<file path="src/rtl/inst_mem.sv">
// -----------------------------------------------------------------------------
// inst_mem -- pipelined, byte-addressed instruction memory with a load port.
//
// A read request (REQ high) is accepted every cycle. Its response comes out
// LATENCY cycles later with RVALID=1. Responses keep request order and there
// is no backpressure. Misaligned or out-of-range reads return RD=0 and raise
// MISALIGN and/or OOR. The load port (WE/WA/WD) writes one aligned, in-range
// word per cycle and silently drops any other write.
//
// Parameters
//   WIDTH   : data word width in bits (8..64, multiple of 8)
//   DEPTH   : number of words (power of 2, 2..4096)
//   LATENCY : read latency in cycles (1..4)
//
// Ports
//   CLK      in   clock, all state on rising edge
//   RST_N    in   asynchronous active-low reset
//   REQ      in   read request
//   A        in   read byte address (32 bits)
//   RD       out  read data (WIDTH bits)
//   RVALID   out  RD and fault flags valid this cycle
//   MISALIGN out  returned read had a misaligned address
//   OOR      out  returned read had an out-of-range address
//   WE       in   load-port write enable
//   WA       in   load-port byte address (32 bits)
//   WD       in   load-port write data (WIDTH bits)
// -----------------------------------------------------------------------------
module inst_mem #(
    parameter int WIDTH   = 32,
    parameter int DEPTH   = 32,
    parameter int LATENCY = 1
) (
    input  logic             CLK,
    input  logic             RST_N,
    input  logic             REQ,
    input  logic [31:0]      A,
    output logic [WIDTH-1:0] RD,
    output logic             RVALID,
    output logic             MISALIGN,
    output logic             OOR,
    input  logic             WE,
    input  logic [31:0]      WA,
    input  logic [WIDTH-1:0] WD
);

    localparam logic [31:0] BYTES   = 32'(WIDTH / 8);
    localparam logic [31:0] DEPTH_W = 32'(DEPTH);
    localparam int          AW      = $clog2(DEPTH);

    // NOTE: the array has no reset. Contents survive RST_N and start at zero
    // only through this power-up initialiser. A reset loop over every word
    // would also stop the array from mapping onto block RAM.
    logic [WIDTH-1:0] mem [DEPTH] = '{default: '0};

    // Address decode for the read and load ports.
    logic [31:0] r_word;
    logic [31:0] w_word;
    logic        r_mis;
    logic        r_oor;
    logic        w_ok;

    assign r_word = A / BYTES;
    assign r_mis  = (A % BYTES) != 32'd0;
    assign r_oor  = r_word >= DEPTH_W;
    assign w_word = WA / BYTES;
    assign w_ok   = ((WA % BYTES) == 32'd0) && (w_word < DEPTH_W);

    // Load port. RST_N gates the enable so writes are ignored while in reset.
    always_ff @(posedge CLK) begin
        if (RST_N && WE && w_ok) begin
            mem[w_word[AW-1:0]] <= WD;
        end
    end

    // Response pipeline. Stage 0 is loaded straight from the array, so the
    // array read happens at the request edge. Same-edge writes therefore are
    // not seen yet, which gives old-data-first ordering. The address is used
    // only at the request edge, so later changes to A do not reach in-flight
    // responses. Each stage loads only when its input is valid. The last stage
    // drives the outputs, so RD and the flags hold while RVALID is low.
    logic [LATENCY-1:0] stg_valid;
    logic [LATENCY-1:0] stg_mis;
    logic [LATENCY-1:0] stg_oor;
    logic [WIDTH-1:0]   stg_data [LATENCY];

    // NOTE: sequential state uses non-blocking assignments only. Every stage
    // then reads the value its neighbour held before this edge, which is what
    // makes the shift behave like a pipeline and not a single wire.
    always_ff @(posedge CLK or negedge RST_N) begin
        if (!RST_N) begin
            stg_valid <= '0;
            stg_mis   <= '0;
            stg_oor   <= '0;
            for (int i = 0; i < LATENCY; i++) begin
                stg_data[i] <= '0;
            end
        end else begin
            stg_valid[0] <= REQ;
            if (REQ) begin
                stg_mis[0]  <= r_mis;
                stg_oor[0]  <= r_oor;
                stg_data[0] <= (r_mis || r_oor) ? '0 : mem[r_word[AW-1:0]];
            end
            for (int i = 1; i < LATENCY; i++) begin
                stg_valid[i] <= stg_valid[i-1];
                if (stg_valid[i-1]) begin
                    stg_mis[i]  <= stg_mis[i-1];
                    stg_oor[i]  <= stg_oor[i-1];
                    stg_data[i] <= stg_data[i-1];
                end
            end
        end
    end

    assign RVALID   = stg_valid[LATENCY-1];
    assign RD       = stg_data[LATENCY-1];
    assign MISALIGN = stg_mis[LATENCY-1];
    assign OOR      = stg_oor[LATENCY-1];

endmodule
</file>
<file path="config.mk">
export PLATFORM = sky130hd
export DESIGN_NAME = inst_mem
export DESIGN_NICKNAME = d
export VERILOG_FILES = /design/src/rtl/inst_mem.sv
export SDC_FILE = /design/constraint.sdc
export NUM_CORES = 1
export LEC_CHECK = 0
export ABC_CLOCK_PERIOD_IN_PS = 2000
export CELL_PAD_IN_SITES_DETAIL_PLACEMENT = 1
export CELL_PAD_IN_SITES_GLOBAL_PLACEMENT = 1
export CORE_MARGIN = 2
export CORE_UTILIZATION = 30
export CTS_CLUSTER_SIZE = 28
export DETAILED_ROUTE_END_ITERATION = 6
export GPL_TIMING_DRIVEN = 1
export PLACE_DENSITY = 0.48
export SLEW_MARGIN = 20
export SYNTH_ARGS = -nofsm -noshare
export SYNTH_HDL_FRONTEND = slang
export SYNTH_SLANG_ARGS = --single-unit
</file>
<file path="constraint.sdc">
create_clock -name CLK -period 2 [get_ports CLK]
set_input_delay 0.5 -clock CLK [delete_from_list [all_inputs] [get_ports CLK]]
set_output_delay 0.5 -clock CLK [all_outputs]
set_load 0.02 [all_outputs]
</file>
==> impl_metrics.csv <==
group,metric,value,unit
power_and_ir_drop,p_leak,17.25,nW
synthesis,synth_area_per_cell,21.10,sq um
setup_path,startpoint_type,"primary input",
final_layout,nets,2482,
sta,worst_slack,-0.05372,ns
sta,whs,0.1711,ns
power_and_ir_drop,irDropWorstVdd,0.0006876,V
sta,skew,0.04227,ns
detailed_routing,ant_nets,0,
cts,clock_latency,0.75,ns
sta,min_period_over_period,102.7,%
synthesis,syn_nets,2008,
final_layout,final_common_cell,"edfxtp_1",
cts,tritoncts.num_buffers,113,
cts,cts_tree,"yes",
sta,slew_violations,0,
setup_path,critPathKind,"primary input to flip-flop",
synthesis,muxShareOfSynthArea,14.08,%
synthesis,ys.flop_type,"edfxtp_1",
global_routing,grt_use_total,18.09,%
run_status,violations,"setup timing",
die,die-area,137100,sq um
synthesis,synth_fa_ha_area_share,0,%
synthesis,async_reset_ff_share,3.305,%
global_routing,grt_max_degree,36,
cts,htree_levels,3,
cts,clock_sinks,1059,
die,num_rows,134,
place,hpwl,77560,um
synthesis,yosysWarningCount,0,
power_and_ir_drop,power,48.66,mW
worst_hold_path,hp-class,"primary input to flip-flop",
detailed_routing,via_per_inst,5.001,
detailed_routing,drc,0,
cts,clk_pin_slew,0.06,ns
place,globalplace.congestion,0.7627,
cts,clockRootBuffer,"clkbuf_16",
job,drv_cap,0,
power_and_ir_drop,power_density,932.7,nW/um^2
sta,rsz0062_at_grt,"yes",
run_status,status,"finished, violations left",
synthesis,synth_cell_types,46,
synthesis,synth_top_family_by_area,"multiplexers",
cts,clk_path_buf_depth,3,
global_routing,grt_pass1_vias,23180,
synthesis,netlist_area,40250,sq um
die,io_pins,135,
final_layout,synthToLayoutAreaGrowth,29.61,%
die,die_h,370.3,um
sta,fmaxAchievable,486.9,MHz
synthesis,synth-simple-area-share,2.689,%
synthesis,postSynthCellCount,1908,
sta,finalHoldViolCount,0,
final_layout,layout.cells.most_common_list,"1024 x edfxtp_1, 186 x buf_4, 176 x mux4_2",
detailed_routing,vias,21260,
setup_path,cp_max_fo,5,
sta,period_minus_slack,2.054,ns
sta,setup_viol,18,
global_routing,antenna_found_initial,7,
setup_path,cp-end-kind,"flip-flop",
place,io_buffers,134,
global_routing,grt_pass1_wl,175600,um
detailed_routing,drtIter0Drc,1657,
final_layout,drive_above_1_share,34.97,%
synthesis,yosysSeqAreaShare,78.57,%
die,core,133300,sq um
setup_path,required,2.65,ns
detailed_routing,avgRoutedWirePerCell,29.19,um
sta,maxSlewHeadroom,43.89,%
setup_path,worstPathArrival,2.70,ns
die,start_util,30.20,%
synthesis,synth_compound_area_share,3.494,%
die,dieWidth,370.3,um
synthesis,synth_edf_count,1024,
synthesis,synth-xor-area-share,0,%
sta,worst_pin_slew,0.8417,ns
detailed_routing,wl,124100,um
detailed_routing,drtPass1Iterations,5,
synthesis,synth-seq-cells,1059,
global_routing,gr-total-overflow,0,
## worst paths after layout
path / from / end / slack (ns) / depth (start not counted)
min in group asynchronous: RST_N / RD[10] / 0.48 / 3
setup / recovery: A[15] / RD[27] / -0.05 / 8
max in group asynchronous: RST_N / RD[23] / 0.84 / 3
hold / removal: A[21] / OOR / 0.17 / 3
hold reg to reg: RD[28] / RD[28] / 0.52 / 1
setup reg to reg: mem[3][12] / RD[12] / 0.30 / 5
## worst max-delay path: stages
cell and delay [ns]:
buf_6 0.10, nor4_4 0.26, buf_4 0.15, nand4_1 0.13, or4b_4 0.71, buf_16 0.22
or4_4 0.48, o2bb2ai_2 0.14
## cells in the mapped netlist, drive strengths merged (3+ instances only)
cell	n	share of area [%]
edfxtp	1024	76
mux4	176	9.8
mux2i	168	4.2
nor2	94	0.88
a22oi	75	1.4
buf	61	0.76
o22ai	45	0.70
clkbuf	35	0.33
dfrtp	35	2.2
nand2	34	0.32
nor4	25	0.40
o211ai	22	0.41
or4	19	0.35
o2bb2ai	17	0.37
a22o	12	0.26
a31oi	10	0.16
nand3b	7	0.13
nand3	6	0.075
nor2b	4	0.062
inv	3	0.028
nor4b	3	0.096
nor4bb	3	0.075
## flip-flops by register name (all words and copies together) (netlist names)
name and count:
RD 32, MISALIGN 1, OOR 1, mem 1024
RVALID 1
## power breakdown
group / total, mW / internal [mW] / leakage (nW) / switching (mW)
registers: 24.3 / 24.3 / 9.66 / 0.00177
logic: 2.25 / 0.955 / 5.66 / 1.30
clock network: 22.1 / 13.1 / 1.93 / 9.01
total: 48.7 / 38.4 / 17.2 / 10.3
## per-layer routing
metal  track usage, %  routed length, um  up-vias  part of all wire, %
met5                0                 13        -                0.010
met4            4.237               2739        2                  2.2
met3            2.662               4397      150                  3.5
met2            30.68              62140      449                   50
met1            24.45              54820    11670                   44
li1                 -                  -     8988                    -
## stage by stage
step / cell area, sq um / setup WS (ns) / TNS (ns) / cells / utilization, %
finish: 52170 / -0.05372 / -0.4803 / 4251 / 39.14
global route: 52160 / -0.05602 / -1.452 / 4247 / 39.13
CTS: 51610 / 0.001220 / 0 / 4239 / 38.72
detailed placement: 46900 / -1.155 / -875.68 / 3978 / 35.19
global placement: 46880 / -1.117 / -868.03 / 3976 / 35.17
floorplan: 40530 / -0.7224 / -568.18 / 1908 / -
## logic make-up (layout without fill, tap and decap cells)
logic type,after synthesis,count (layout)
DFF,1059,1059
muxes,346,346
buffers and inverters,101,672
other,0,4
and+or+nand+nor,211,211
AOI/OAI and AO/OA,191,191
## layout make-up
cell class | count | area, sq um
clock buffer | 161 | 3218
sequential | 1059 | 31640
clock inverter | 51 | 764.5
multi-input combinational | 748 | 9050
tap | 1768 | 2212
inverter | 3 | 11.26
timing repair buffer | 457 | 5265
antenna | 4 | 10.01
fill | 12740 | 81120
## timing repair
item | in CTS | in global routing
setup buffers | 38 | 11
pin swaps | 39 | 65
cloned | 10 | 2
setup endpoints to repair | 705 | 895
hold buffers | 1 | 0
endpoints found under the hold margin | 35 | 0
gates resized for setup | 259 | 102
(Power assumes the default switching activity.)
